$ cat src/rtl/bcd_to_binary_if.sv
// Handshake bundle between a BCD-to-binary decoder and the block that requests conversions.
interface bcd_to_binary_if #(
  parameter int unsigned DIGITS    = 5,
  parameter int unsigned BIN_WIDTH = 17
);
  logic                   start;
  logic [4*DIGITS-1:0]    bcd_in;
  logic                   busy;
  logic                   done;
  logic [BIN_WIDTH-1:0]   bin_out;
  logic                   err;

  modport master (
    output start, bcd_in,
    input  busy, done, bin_out, err
  );

  modport slave (
    input  start, bcd_in,
    output busy, done, bin_out, err
  );
endinterface

$ cat src/rtl/bcd_to_binary.sv
// Sequential BCD-to-binary decoder using reverse double-dabble, one shift per clock.
// Optional invalid-digit detection is enabled by defining BCD2BIN_DIGIT_CHECK_EN.
module bcd_to_binary #(
  parameter int unsigned DIGITS    = 5,
  parameter int unsigned BIN_WIDTH = 17
) (
  input logic            clk,
  input logic            reset,
  bcd_to_binary_if.slave bus
);

  localparam int unsigned BcdW = 4 * DIGITS;
  localparam int unsigned CntW = $clog2(BIN_WIDTH + 1);

  localparam logic [1:0] StIdle  = 2'd0;
  localparam logic [1:0] StShift = 2'd1;
  localparam logic [1:0] StDone  = 2'd2;

  logic [1:0]           state_q, state_d;
  logic [BcdW-1:0]      bcd_q, bcd_d;
  logic [BIN_WIDTH-1:0] bin_q, bin_d;
  logic [CntW-1:0]      cnt_q, cnt_d;
  logic [BIN_WIDTH-1:0] bin_out_q, bin_out_d;
  logic                 done_q, done_d;
  logic [BcdW-1:0]      bcd_shift, bcd_fix;

  // One iteration: right shift, then pull every digit that became >= 8 back by 3.
  always_comb begin
    bcd_shift = bcd_q >> 1;
    bcd_fix   = bcd_shift;
    for (int unsigned i = 0; i < DIGITS; i++) begin
      if (bcd_shift[4*i+3]) begin
        bcd_fix[4*i +: 4] = bcd_shift[4*i +: 4] - 4'd3;
      end
    end
  end

`ifdef BCD2BIN_DIGIT_CHECK_EN
  logic inv_q, inv_d;
  logic err_q, err_d;
  logic bcd_in_bad;

  always_comb begin
    bcd_in_bad = 1'b0;
    for (int unsigned i = 0; i < DIGITS; i++) begin
      if (bus.bcd_in[4*i +: 4] > 4'd9) begin
        bcd_in_bad = 1'b1;
      end
    end
  end
`endif

  always_comb begin
    state_d   = state_q;
    bcd_d     = bcd_q;
    bin_d     = bin_q;
    cnt_d     = cnt_q;
    bin_out_d = bin_out_q;
    done_d    = 1'b0;
`ifdef BCD2BIN_DIGIT_CHECK_EN
    inv_d     = inv_q;
    err_d     = err_q;
`endif
    case (state_q)
      StIdle: begin
        if (bus.start) begin
          bcd_d   = bus.bcd_in;
          bin_d   = '0;
          cnt_d   = CntW'(BIN_WIDTH);
          state_d = StShift;
`ifdef BCD2BIN_DIGIT_CHECK_EN
          inv_d   = bcd_in_bad;
`endif
        end
      end
      StShift: begin
        bcd_d = bcd_fix;
        bin_d = {bcd_q[0], bin_q[BIN_WIDTH-1:1]};
        cnt_d = cnt_q - CntW'(1);
        if (cnt_q == CntW'(1)) begin
          state_d = StDone;
        end
      end
      StDone: begin
        done_d    = 1'b1;
        state_d   = StIdle;
`ifdef BCD2BIN_DIGIT_CHECK_EN
        err_d     = inv_q;
        bin_out_d = inv_q ? '0 : bin_q;
`else
        bin_out_d = bin_q;
`endif
      end
      default: state_d = StIdle;
    endcase
  end

  always_ff @(posedge clk or posedge reset) begin
    if (reset) begin
      state_q   <= StIdle;
      bcd_q     <= '0;
      bin_q     <= '0;
      cnt_q     <= '0;
      bin_out_q <= '0;
      done_q    <= 1'b0;
    end else begin
      state_q   <= state_d;
      bcd_q     <= bcd_d;
      bin_q     <= bin_d;
      cnt_q     <= cnt_d;
      bin_out_q <= bin_out_d;
      done_q    <= done_d;
    end
  end

`ifdef BCD2BIN_DIGIT_CHECK_EN
  always_ff @(posedge clk or posedge reset) begin
    if (reset) begin
      inv_q <= 1'b0;
      err_q <= 1'b0;
    end else begin
      inv_q <= inv_d;
      err_q <= err_d;
    end
  end

  assign bus.err = err_q;
`else
  assign bus.err = 1'b0;
`endif

  assign bus.busy    = (state_q != StIdle);
  assign bus.done    = done_q;
  assign bus.bin_out = bin_out_q;

endmodule

$ cat src/flat_wrapper.sv
// flat-port wrapper written by rule: the top's interface ports become plain ports
module bcd_to_binary_flat 
#(
  parameter int unsigned DIGITS    = 5,
  parameter int unsigned BIN_WIDTH = 17
)
  (clk, reset, bus_start, bus_bcd_in, bus_busy, bus_done, bus_bin_out, bus_err);
  bcd_to_binary_if #(.DIGITS(DIGITS), .BIN_WIDTH(BIN_WIDTH)) bus_i ();
  input logic clk;
  input logic reset;
  input wire logic [$bits(bus_i.start)-1:0] bus_start;
  input wire logic [$bits(bus_i.bcd_in)-1:0] bus_bcd_in;
  output wire logic [$bits(bus_i.busy)-1:0] bus_busy;
  output wire logic [$bits(bus_i.done)-1:0] bus_done;
  output wire logic [$bits(bus_i.bin_out)-1:0] bus_bin_out;
  output wire logic [$bits(bus_i.err)-1:0] bus_err;
  assign bus_i.start = bus_start;
  assign bus_i.bcd_in = bus_bcd_in;
  assign bus_busy = bus_i.busy;
  assign bus_done = bus_i.done;
  assign bus_bin_out = bus_i.bin_out;
  assign bus_err = bus_i.err;
  bcd_to_binary #(.DIGITS(DIGITS), .BIN_WIDTH(BIN_WIDTH)) u_core (.clk(clk), .reset(reset), .bus(bus_i));
endmodule
$ cat config.mk
export PLATFORM = sky130hd
export DESIGN_NAME = bcd_to_binary_flat
export DESIGN_NICKNAME = d
export VERILOG_FILES = /design/src/rtl/bcd_to_binary_if.sv /design/src/rtl/bcd_to_binary.sv /design/src/flat_wrapper.sv
export SDC_FILE = /design/constraint.sdc
export NUM_CORES = 1
export LEC_CHECK = 0
export ABC_CLOCK_PERIOD_IN_PS = 2000
export CORE_UTILIZATION = 25
export CTS_CLUSTER_SIZE = 40
export DETAILED_ROUTE_END_ITERATION = 8
export SETUP_SLACK_MARGIN = 0.3
export SLEW_MARGIN = 20
export SYNTH_ARGS = -nofsm -noshare
export SYNTH_HDL_FRONTEND = slang
export SYNTH_SLANG_ARGS = --single-unit
$ cat constraint.sdc
create_clock -name clk -period 2 [get_ports clk]
set_input_delay 0.5 -clock clk [delete_from_list [all_inputs] [get_ports clk]]
set_output_delay 0.5 -clock clk [all_outputs]
set_load 0.01 [all_outputs]
Yosys cells after proc, flatten, opt, wreduce, memory -nomap -nowiden
Index checks and enable logic that the tools add are counted.
Storage, ports and cells
  bits in registers: 62
  word-level logic and storage cells: 35
Operators by class
  $add $sub $neg: 5
  equality and inequality tests: 5
  muxes and demuxes: 14
  reductions and logical operators: 5
Operators with widths (count)
  20-bit case mux with 2 select lines: 1
  17-bit case mux with 2 select lines: 1
  20-bit 2-to-1 mux: 1
  17-bit 2-to-1 mux: 1
  4-bit 2-to-1 mux: 4
  4-bit by 2-bit subtractor with 4-bit output (second input constant): 4
  5-bit case mux with 2 select lines: 1
  5-bit by 1-bit equality test with 1-bit output (second input constant): 1
  5-bit 2-to-1 mux: 1
  5-bit by 1-bit subtractor with 5-bit output (second input constant): 1
  2-bit 2-to-1 mux: 2
  2-bit case mux with 2 select lines: 1
  2-bit AND reduction: 2
  2-bit nonzero test: 2
  2-bit by 1-bit equality test with 1-bit output (second input constant): 1
  2-bit equality test (second input constant): 1
  2-bit zero test: 1
  2-bit by 1-bit inequality test with 1-bit output (second input constant): 1
  2-bit inequality test (second input constant): 1
  1-bit 2-to-1 mux: 1

Longest topological paths before layout
  word-level depth: 3
  gate-level depth with buffers: 6
  depth with buffers taken out: 5

Worst setup path before layout
No wires, ideal clock.
  path type: register to output
  start: register u_core.state_q[0]
  end: output bus_busy
  data arrival time: 846 ps
  required time: 1500 ps
  setup slack: 654 ps
  cell stages (with the launch flop): 4
  buffers on the path: 1
  cell sequence: dfrtp_1 buf_4 nor2_1 inv_1
Between the ends
  longest elaborated chain between the ends: 1
RTL lines
  start, declared: line bcd_to_binary.sv:19  | logic [1:0] state_q, state_d;
  start signal, assigned: line bcd_to_binary.sv:100  | state_q <= StIdle;
  start signal, assigned: line bcd_to_binary.sv:107  | state_q <= state_d;
  2-bit nonzero test: line bcd_to_binary.sv:132  | assign bus.busy = (state_q != StIdle);
  end, declared: line flat_wrapper.sv:13  | output wire logic [$bits(bus_i.busy)-1:0] bus_busy;
Every way passes these cells.

Final worst setup path
  start: input bus_start
  end: register u_core.bcd_q[1]
Between the ends
  longest elaborated chain between the ends: 2
RTL lines
  start, declared: line flat_wrapper.sv:11  | input wire logic [$bits(bus_i.start)-1:0] bus_start;
  2-bit inequality test (no source line)
  2-bit AND reduction (no source line)
  end signal, assigned: line bcd_to_binary.sv:101  | bcd_q <= '0;
  end signal, assigned: line bcd_to_binary.sv:108  | bcd_q <= bcd_d;
  end, declared: line bcd_to_binary.sv:20  | logic [BcdW-1:0] bcd_q, bcd_d;
Every way passes these cells.
A chain may end at the register's enable or synchronous reset.

==> metrics.txt <==
CP startpoint kind=input port; 1st-iter DRT viols=108; period utilization=78.4%; RSZ-0062 raised after global routing=false; Antenna Cells=0; die area=0.0114 mm²; Synth Register Bits=62; vias in the first global route=1890; Fmax=0.638 GHz; Synth async-reset ratio=100%; I/O Buffers=41; largest net degree at the start of global routing=63; setup TNS after final layout=0 ps; register area share after synthesis=56.4%; # setup viols final=0; Detail Route met2 WL=2.44 mm; Tot GR Track Use=10.5%; via count=1814; filler cell count=1051; postcts setup bufs=0; Die Span Y=107 µm; Clock Sinks=62; layout cells sized above 1=18.5%; Clock Skew=8.79 ps; Worst Setup End Kind=flop; post-synth net total=242; gpl congestion=0.728; most frequent cell after synthesis=dfrtp_1; post-layout min period=1570 ps; global-route wire length before repair=9.20 mm; FF+latch area=0.00155 mm²; GR Overflow Total=0; Synth area leaders=dfrtp_1 (56%), mux2_2 (7.0%), a22o_1 (5.4%), ha_1 (2.7%), a221o_1 (2.5%); post-DR vias/cell=4.52; flop2flop setup slack=540 ps; H-Tree Depth=3; Pins Over Slew Limit=0; CTS max path bufs=2; Final nets=289; area delta synth->final=28.2%; DRC Markers=0; status=complete, no violations; met3 WL=277 µm; M1 WL=2.57 mm; share of the synthesized area in the top cell type=56.4%; CP Class=input port to flop; top_reg_cell synth=dfrtp_1; fin util=33.6%; Root Buffer=clkbuf_8; HP Class=flop to flop; post-route ant nets=0; cell count of the worst reg-to-reg path=4; chip width=107 µm; average footprint of a synthesized cell=12.9 µm²; Pre-antenna DRT Iters=4; hpwl dp=3.55 mm; EDFF count, synth=0; crit path DAT=1780 ps; PwrDens=1530 mW/mm²; Peak VDD IR=0.446 mV; io pins=43; R2R Path Start=u_core.state_q[0]; max_cap viols=0; Cells after Synth=213; peak fanout along the critical path=39; footprint of the multi-input gates=0.00106 mm²; RR Endpoint=u_core.bus.bin_out[2]; Worst EP required=2210 ps; Ys Warns=0; # rows=37; Mapped Area=0.00275 mm²; clk_lat worst skew=330 ps; routed wire length per instance=13.4 µm; CTS clk-pin slew, worst paths=70 ps; CTS buffer count=9; initial antenna violation count=0; Worst Hold End=u_core.cnt_q[4]; Hold Path Depth=1; CTS tree=yes; Netlist cell types=34; Initial Utilization=26.2%; Commonest cells post-synth=dfrtp_1 (62), a22o_1 (17), mux2_2 (17); Hold Path Origin=u_core.cnt_q[4]; cell taking the most area after synthesis=dfrtp_1; area of the core=0.0105 mm²; wirelength, routed=5.36 mm; top sig layer=met4; P_leak=1.62 nW; Fin. Hold Viols=0
## metrics by stage
step / hold slack, ps / setup slack (ps) / instances / cell area [µm²] / total power [mW]
after CTS: 483 / 279 / 401 / 3530 / 5.50
after detailed placement: 474 / 60.8 / 385 / 3320 / 4.31
after global routing: 509 / 381 / 401 / 3530 / 5.82
after global placement: 468 / 138 / 385 / 3320 / 4.22
final: 480 / 433 / 401 / 3530 / 5.41
after floorplan: 447 / 654 / 213 / 2750 / 3.59
## report_power, final
group	total [mW]	internal (mW)	leakage (nW)	switching [mW]
Combinational	1.93	1.03	0.712	0.891
Clock	1.28	0.803	0.120	0.474
Sequential	2.21	1.79	0.790	0.419
## placed cells by master, fill, tap and decap left out, types with 2 or more instances in the layout
cell type / Yosys / routed
clkbuf_8: 0 / 12
nor3_1: 3 / 3
a21oi_1: 4 / 4
a22oi_1: 8 / 8
a22o_1: 17 / 17
xnor2_1: 8 / 8
ha_1: 6 / 6
clkdlybuf4s50_1: 0 / 22
mux2i_1: 6 / 6
bufinv_16: 0 / 2
o21ai_0: 12 / 12
a222oi_1: 4 / 4
dfrtp_1: 62 / 62
nand2_1: 8 / 8
buf_12: 0 / 2
nor2b_1: 8 / 8
nor2_1: 6 / 5
dlygate4sd2_1: 0 / 18
inv_1: 9 / 8
mux2_2: 17 / 17
buf_4: 5 / 6
a221o_1: 7 / 7
## timing repair
item | 4_1_cts | 5_1_grt
resized for setup | 20 | 2
pin swaps | 0 | 1
hold buffers | 0 | 0
endpoints found under the setup margin | 19 | 1
## how the worst max path moves through the flow
stage	slack, ps	startpoint	endpoint
2_1_floorplan	650	u_core.state_q[0]	bus_busy
3_3_place_gp	140	bus_start	u_core.bcd_q[1]
3_5_place_dp	60	bus_start	u_core.bcd_q[1]
4_1_cts	280	u_core.state_q[1]	bus_busy
5_1_grt	380	u_core.state_q[0]	bus_busy
6_report	430	bus_start	u_core.bcd_q[1]
## cell type report
cell class	count	share of cell area (%)
Multi-Input combinational cell	129	30.2
Inverter	9	1.06
Timing Repair Buffer	49	13.3
Sequential cell	62	44.0
Clock inverter	3	1.85
Tap cell	136	4.83
Clock buffer	13	4.79
## cell families (layout without fill, tap and decap cells)
| logic type | Yosys count | after routing | synth area share [%] |
|---|---|---|---|
| and+or+nand+nor | 37 | 37 | 8.69 |
| DFF | 62 | 62 | 56.4 |
| AOI/OAI and AO/OA | 54 | 54 | 15.4 |
| adders and majority gates | 6 | 6 | 2.73 |
| buffers and inverters | 22 | 74 | 4.96 |
| other | 1 | 1 | 0.136 |
| muxes | 23 | 23 | 9.14 |
| xor gates and xnor gates | 8 | 8 | 2.55 |
## layer usage
layer | up-vias | GRT usage (%)
li1 | 867 | -
met1 | 896 | 13.4
met2 | 42 | 16.0
met3 | 9 | 3.47
met4 | 0 | 4.70
met5 | - | 0
## registers in the layout, summed over array words and instances (netlist names)
| signal | cells |
|---|---|
| u_core.bus.done | 1 |
| u_core.cnt_q | 5 |
| u_core.bcd_q | 20 |
| u_core.bin_q | 17 |
| u_core.state_q | 2 |
| u_core.bus.bin_out | 17 |
## worst max-delay path, stage by stage
cell	delay [ps]
clkdlybuf4s50_1	640
o21bai_4	90
buf_12	180
a221o_1	360
Note: power is estimated with default switching activity, not from simulation.
==> edit 1: new RTL, config.mk and constraints unchanged <==
`DIGITS` is set to 5 in 3 places; all go to 4.
--- a/src/rtl/bcd_to_binary_if.sv
+++ b/src/rtl/bcd_to_binary_if.sv
@@ -2,3 +2,3 @@
 interface bcd_to_binary_if #(
-  parameter int unsigned DIGITS    = 5,
+  parameter int unsigned DIGITS    = 4,
   parameter int unsigned BIN_WIDTH = 17
--- a/src/rtl/bcd_to_binary.sv
+++ b/src/rtl/bcd_to_binary.sv
@@ -3,3 +3,3 @@
 module bcd_to_binary #(
-  parameter int unsigned DIGITS    = 5,
+  parameter int unsigned DIGITS    = 4,
   parameter int unsigned BIN_WIDTH = 17
--- a/src/flat_wrapper.sv
+++ b/src/flat_wrapper.sv
@@ -3,3 +3,3 @@
 #(
-  parameter int unsigned DIGITS    = 5,
+  parameter int unsigned DIGITS    = 4,
   parameter int unsigned BIN_WIDTH = 17
Ports: changed (resized bus_bcd_in); port bits go from 43 to 39. No check against the original RTL was run, so the function may have changed too.
==> edit 1 against the original RTL <==
Utilization increased by 0.64 points; non-clock buffer count stayed put; final area fell by 4.3%; power shrank 7.1%; clock skew is 1.6 ps higher; worst setup slack lost 86 ps; routed wire length down 4.1%; sequential cell count down 4; via count is 3.9% lower; area after synthesis is 6.4% lower; sequential share of layout area shrank 0.98 points; critical endpoint is now bus_busy; highest routed layer unchanged.
==> edit 1: results (changes against the original RTL) <==
Run status
  – Outcome: finished clean

Cells and area
  – Share of cells above drive strength 1: 0.197 (+0.0119)
  – Final net count: 273 (-5.5%)

Global routing
  – Total gr overflow: 0 (unchanged)
  – Number of global-route vias before repair: 1,746 (-7.6%)
  – First-pass GRT wire length: 8870 um (-3.7%)
  – Initial antenna violation count: 0 (unchanged)
  – Largest net degree at the start of global routing: 59 (-6.3%)
  – Total GRT Usage: 0.113 (+0.00762)

Worst setup path
  – Worst R2R End: u_core.bcd_q[7]
  – Reg-to-reg critical path startpoint: u_core.state_q[0]
  – CP max stage cell: dfrtp_1
  – Reg2reg path depth: 6 (+2)
  – Worst-path fanout max: 3 (-92%)
  – Worst path max stage delay: 410 ps (-230 ps)
  – Crit path DAT: 1150 ps (-630 ps)
  – Reg-to-reg setup timing slack: 360 ps (-180 ps)

Place
  – Detail Placement HPWL: 3340 um (-6.0%)
  – Port Buffer Count: 37 (-9.8%)
  – RD Place Congestion: 0.776 (+6.6%)

Logic synthesis
  – Synth area leaders: dfrtp_1 56%, a22o_1 5.8%, mux2_4 5.3%
  – Synth top cells by count: 58 x dfrtp_1, 17 x a22o_1, 11 x nand2_1, 10 x o21ai_0, 9 x mux2_4
  – Async SR Flop Fraction: 1.00 (unchanged)
  – Post-synth top flop: dfrtp_1
  – Post-synth cell types: 39 (+15%)
  – Ys Warns: 0 (unchanged)
  – Post-synth EDFFs: 0 (unchanged)
  – Post-synth net total: 226 (-6.6%)
  – Seq/Total Area, Yosys: 0.564 (about the same)

Clocking
  – CTS root buffer: clkbuf_8
  – Num CTS Buffers: 9 (unchanged)
  – Reg clk slew, reported paths: 70 ps (about the same)
  – Clk buf depth: 2 (unchanged)
  – H-tree levels: 3 (unchanged)
  – Skew-Pair Late Insertion Delay: between 300 and 400 ps

Hold path
  – Worst Hold End: u_core.cnt_q[4]
  – Worst Hold Path Cells: 1 (unchanged)
  – Hold path start: u_core.cnt_q[4]
  – Hold Path Class: register to register

Pwr
  – Switching share of power: 0.326 (-0.00335)
  – Max VDD drop: 0.000487 V (+9.3%)
  – Leakage: 1.60 nW (-1.2%)

Drt
  – DRT iter0 DRCs: 72 (-33%)
  – Vias per cell: 4.51 (-0.38%)
  – Drt first pass iters: 4 (unchanged)
  – Wire per inst: 13.3 um (-0.61%)

STA
  – Max Clock Skew: 10.4 ps (+1.63 ps)
  – WHS: 486 ps (+5.51 ps)
edit 1: cell type report:
cell class	count	area, sq um
fill	1005	6490
multi-input combinational	123	1020
sequential	58	1450
tap	133	166
clock inverter	4	73.8
clock buffer	12	155
timing repair buffer	49	475
inverter	8	33.8
edit 1: kinds of logic after synthesis:
| logic type | count (synthesis) | synth area share |
|---|---|---|
| flops | 58 | 0.564 |
| compound gates | 52 | 0.156 |
| simple gates | 37 | 0.0817 |
| mux | 22 | 0.107 |
| buf+inv | 21 | 0.0457 |
| xor+xnor | 6 | 0.0204 |
| fa+ha+maj | 5 | 0.0243 |
| other cells | 1 | 0.00146 |
edit 1: power groups by stage:
| stage | sequential (mW) | combinational [mW] | clock [mW] |
|---|---|---|---|
| finish | 2.02 | 1.77 | 1.23 |
| global route | 2.09 | 2.00 | 1.33 |
| CTS | 2.02 | 1.77 | 1.28 |
| detailed placement | 2.03 | 1.85 | 0 |
| global placement | 2.02 | 1.81 | 0 |
| floorplan | 2.00 | 1.19 | 0 |
edit 1: timing repair:
action	in CTS	in global routing
pin swaps	0	1
buffers inserted	0	2
setup endpoints to repair	19	2
cloned	0	0
resized for setup	21	2
edit 1: worst max-delay path by stage:
| stage | start | end | slack, ps | depth (start not counted) |
|---|---|---|---|---|
| final | u_core.state_q[0] | bus_busy | 350 | 3 |
| after global routing | u_core.state_q[0] | u_core.bcd_q[7] | 280 | 6 |
| after CTS | u_core.state_q[1] | bus_busy | 260 | 3 |
| after detailed placement | bus_start | u_core.cnt_q[2] | 90 | 4 |
| after global placement | bus_start | u_core.cnt_q[2] | 110 | 4 |
| after floorplan | u_core.state_q[0] | bus_busy | 610 | 4 |
edit 1: routing by layer:
metal / up-vias / wire (um) / global-route usage
met5: - / 0 / 0
met4: 0 / 96 / 0.0563
met3: 10 / 257 / 0.0423
met2: 44 / 2380 / 0.171
met1: 860 / 2410 / 0.140
li1: 830 / - / -
edit 1: worst max-delay path, delay by kind of cell, from the launching register on:
| kind | cells | cell delay [ps] |
|---|---|---|
| buf+inv | 2 | 270 |
| simple gates | 1 | 140 |
| flops | 1 | 410 |
edit 1: through the flow:
stage          worst slack [ps]  instance area [sq um]  std cells
3_5_place_dp               86.1                   3140        369
3_3_place_gp                110                   3140        369
4_1_cts                     260                   3350        385
2_1_floorplan               608                   2580        202
5_1_grt                     277                   3370        387
6_report                    347                   3370        387
==> edit 2: new RTL, same settings <==
Made on the original files. Add a define of `BCD2BIN_DIGIT_CHECK_EN`.
--- a/src/rtl/bcd_to_binary.sv
+++ b/src/rtl/bcd_to_binary.sv
@@ -2,2 +2,4 @@
 // Optional invalid-digit detection is enabled by defining BCD2BIN_DIGIT_CHECK_EN.
+`define BCD2BIN_DIGIT_CHECK_EN
+
 module bcd_to_binary #(
Behaviour: no difference found for any inputs over 10 cycles, from zero or initial values and one cycle with reset high; that may be too few to reach the edited logic, so the function may still have changed.
==> edit 2 against the original RTL <==
Hold slack worse by 15 ps; area after synthesis up 12%; critical endpoint is now u_core.bcd_q[7]; power grew 10%; worst setup slack worse by 83 ps; sequential cell count up 2; final area grew 14%; largest power group unchanged; sequential share of layout area fell by 4.3 points; critical path depth up 1; critical path type unchanged; highest routed layer unchanged; routed wire length grew 26%; maximum frequency is 5.0% lower; via count rose by 29%.
==> edit 2: results (changes against the original RTL) <==
Pwr
  – Top Consumer: registers
  – Leakage: 1.85 nW (+14%)
  – Comb pwr: 2.21 mW (+15%)
  – Power per cell area: 1480 nW/um^2 (-3.4%)
  – Max VDD drop: 0.000576 V (+29%)
  – Psw: 2.07 mW (+16%)

Drt
  – Wire per inst: 13.2 um (-1.4%)
  – Met2 Routed Length: 3090 um (+27%)
  – Met3 wire len: 270 um (-2.5%)
  – Post-Route M1 WL: 3280 um (+28%)
  – Vias per cell: 4.57 (+0.94%)
  – DRT iter0 DRCs: 144 (+33%)

Cells and area
  – Design area: 4030 sq um (+14%)
  – Max FFs per register: 20 (unchanged)
  – Fill cells: 1,214 (+16%)
  – Non-CTS buffers: 61 (+24%)
  – Final net count: 390 (+35%)
  – Invs w/o clock: 4 (-5)
  – Share of cells above drive strength 1: 0.112 (-0.0726)
  – Sequential cell area: 1600 sq um (+3.2%)
  – Fin cells: 512 (+28%)
  – Multi-input comb cells: 221 (+71%)
  – Area of the multi-input gates: 1350 sq um (+26%)
  – Non-clock buffer share of cell area: 0.145 (+0.0123)
  – ClkCell Share: 0.0733 (+0.00693)

Global routing
  – First-pass GRT wire length: 11,500 um (+25%)
  – Met3 Track Usage GR: 0.0311 (-0.00358)
  – Total GRT Usage: 0.115 (+0.0102)
  – Grt met1 use: 0.152 (+0.0176)
  – Met2 GRT Util: 0.181 (+0.0204)
  – Number of global-route vias before repair: 2,346 (+24%)

Logic synthesis
  – Seq/Total Area, Yosys: 0.518 (-0.0463)
  – Post-synth net total: 340 (+40%)
  – Synth Area in Compound Gates: 0.121 (-0.0332)
  – Multiplexer area fraction after synthesis: 0.0461 (-0.0453)
  – Number of synthesized register bits: 64 (+3.2%)
  – Syn Area/Cell: 9.95 sq um (-23%)
  – Synth area leaders: dfrtp_1 52%, nand2_1 7.0%, nand2b_1 4.0%
  – Post-Synth Adder-Cell Area: 0.0243 (-0.00303)
  – Post-Syn Instances: 311 (+46%)
  – Synth Area in XOR/XNOR: 0.0255 (about the same)

Place
  – Placed insts: 492 (+28%)
  – RD Place Congestion: 0.775 (+6.4%)
  – Placed Area: 3700 sq um (+11%)
  – Post-place setup slack: 35.8 ps (-25.0 ps)

Clocking
  – CTS root buffer: clkbuf_16
  – Post-CTS Resized: 22 (+10%)

Worst setup path
  – Crit path DAT: 1860 ps (+80 ps)
  – Reg2reg path depth: 5 (+1)
  – Worst path max stage delay: 490 ps (-150 ps)
  – Worst-path fanout max: 6 (-85%)

STA
  – Max Clock Skew: 8.31 ps (-0.487 ps)

Run status
  – Outcome: finished clean
==> edit 2: changes by cell type after synthesis, sizes merged, moves of 13 or more <==
| cell | change |
|---|---|
| nand2 | +50 |
| nand3 | +24 |
| a22o | -15 |
| nand2b | +19 |
| o22a | +13 |
| mux2 | -15 |
==> edit 2: path summary, 6_finish.rpt <==
kind / end / startpoint / slack [ps]
max reg2reg: u_core.bcd_q[7] / u_core.state_q[0] / 350
max: u_core.bcd_q[7] / bus_start / 350
min in group clk: u_core.bus.bin_out[1] / u_core.bus.bin_out[1] / 470
min reg2reg: u_core.bus.bin_out[1] / u_core.bus.bin_out[1] / 470
min: u_core.bcd_q[12] / reset / 470
max in group asynchronous: u_core.bin_q[3] / reset / 1000
==> edit 2: cell families after synthesis <==
logic type,count (synthesis)
and+or+nand+nor,132
xor gates and xnor gates,9
buffers and inverters,26
DFF,64
AOI/OAI and AO/OA,60
muxes,14
adders and majority gates,6
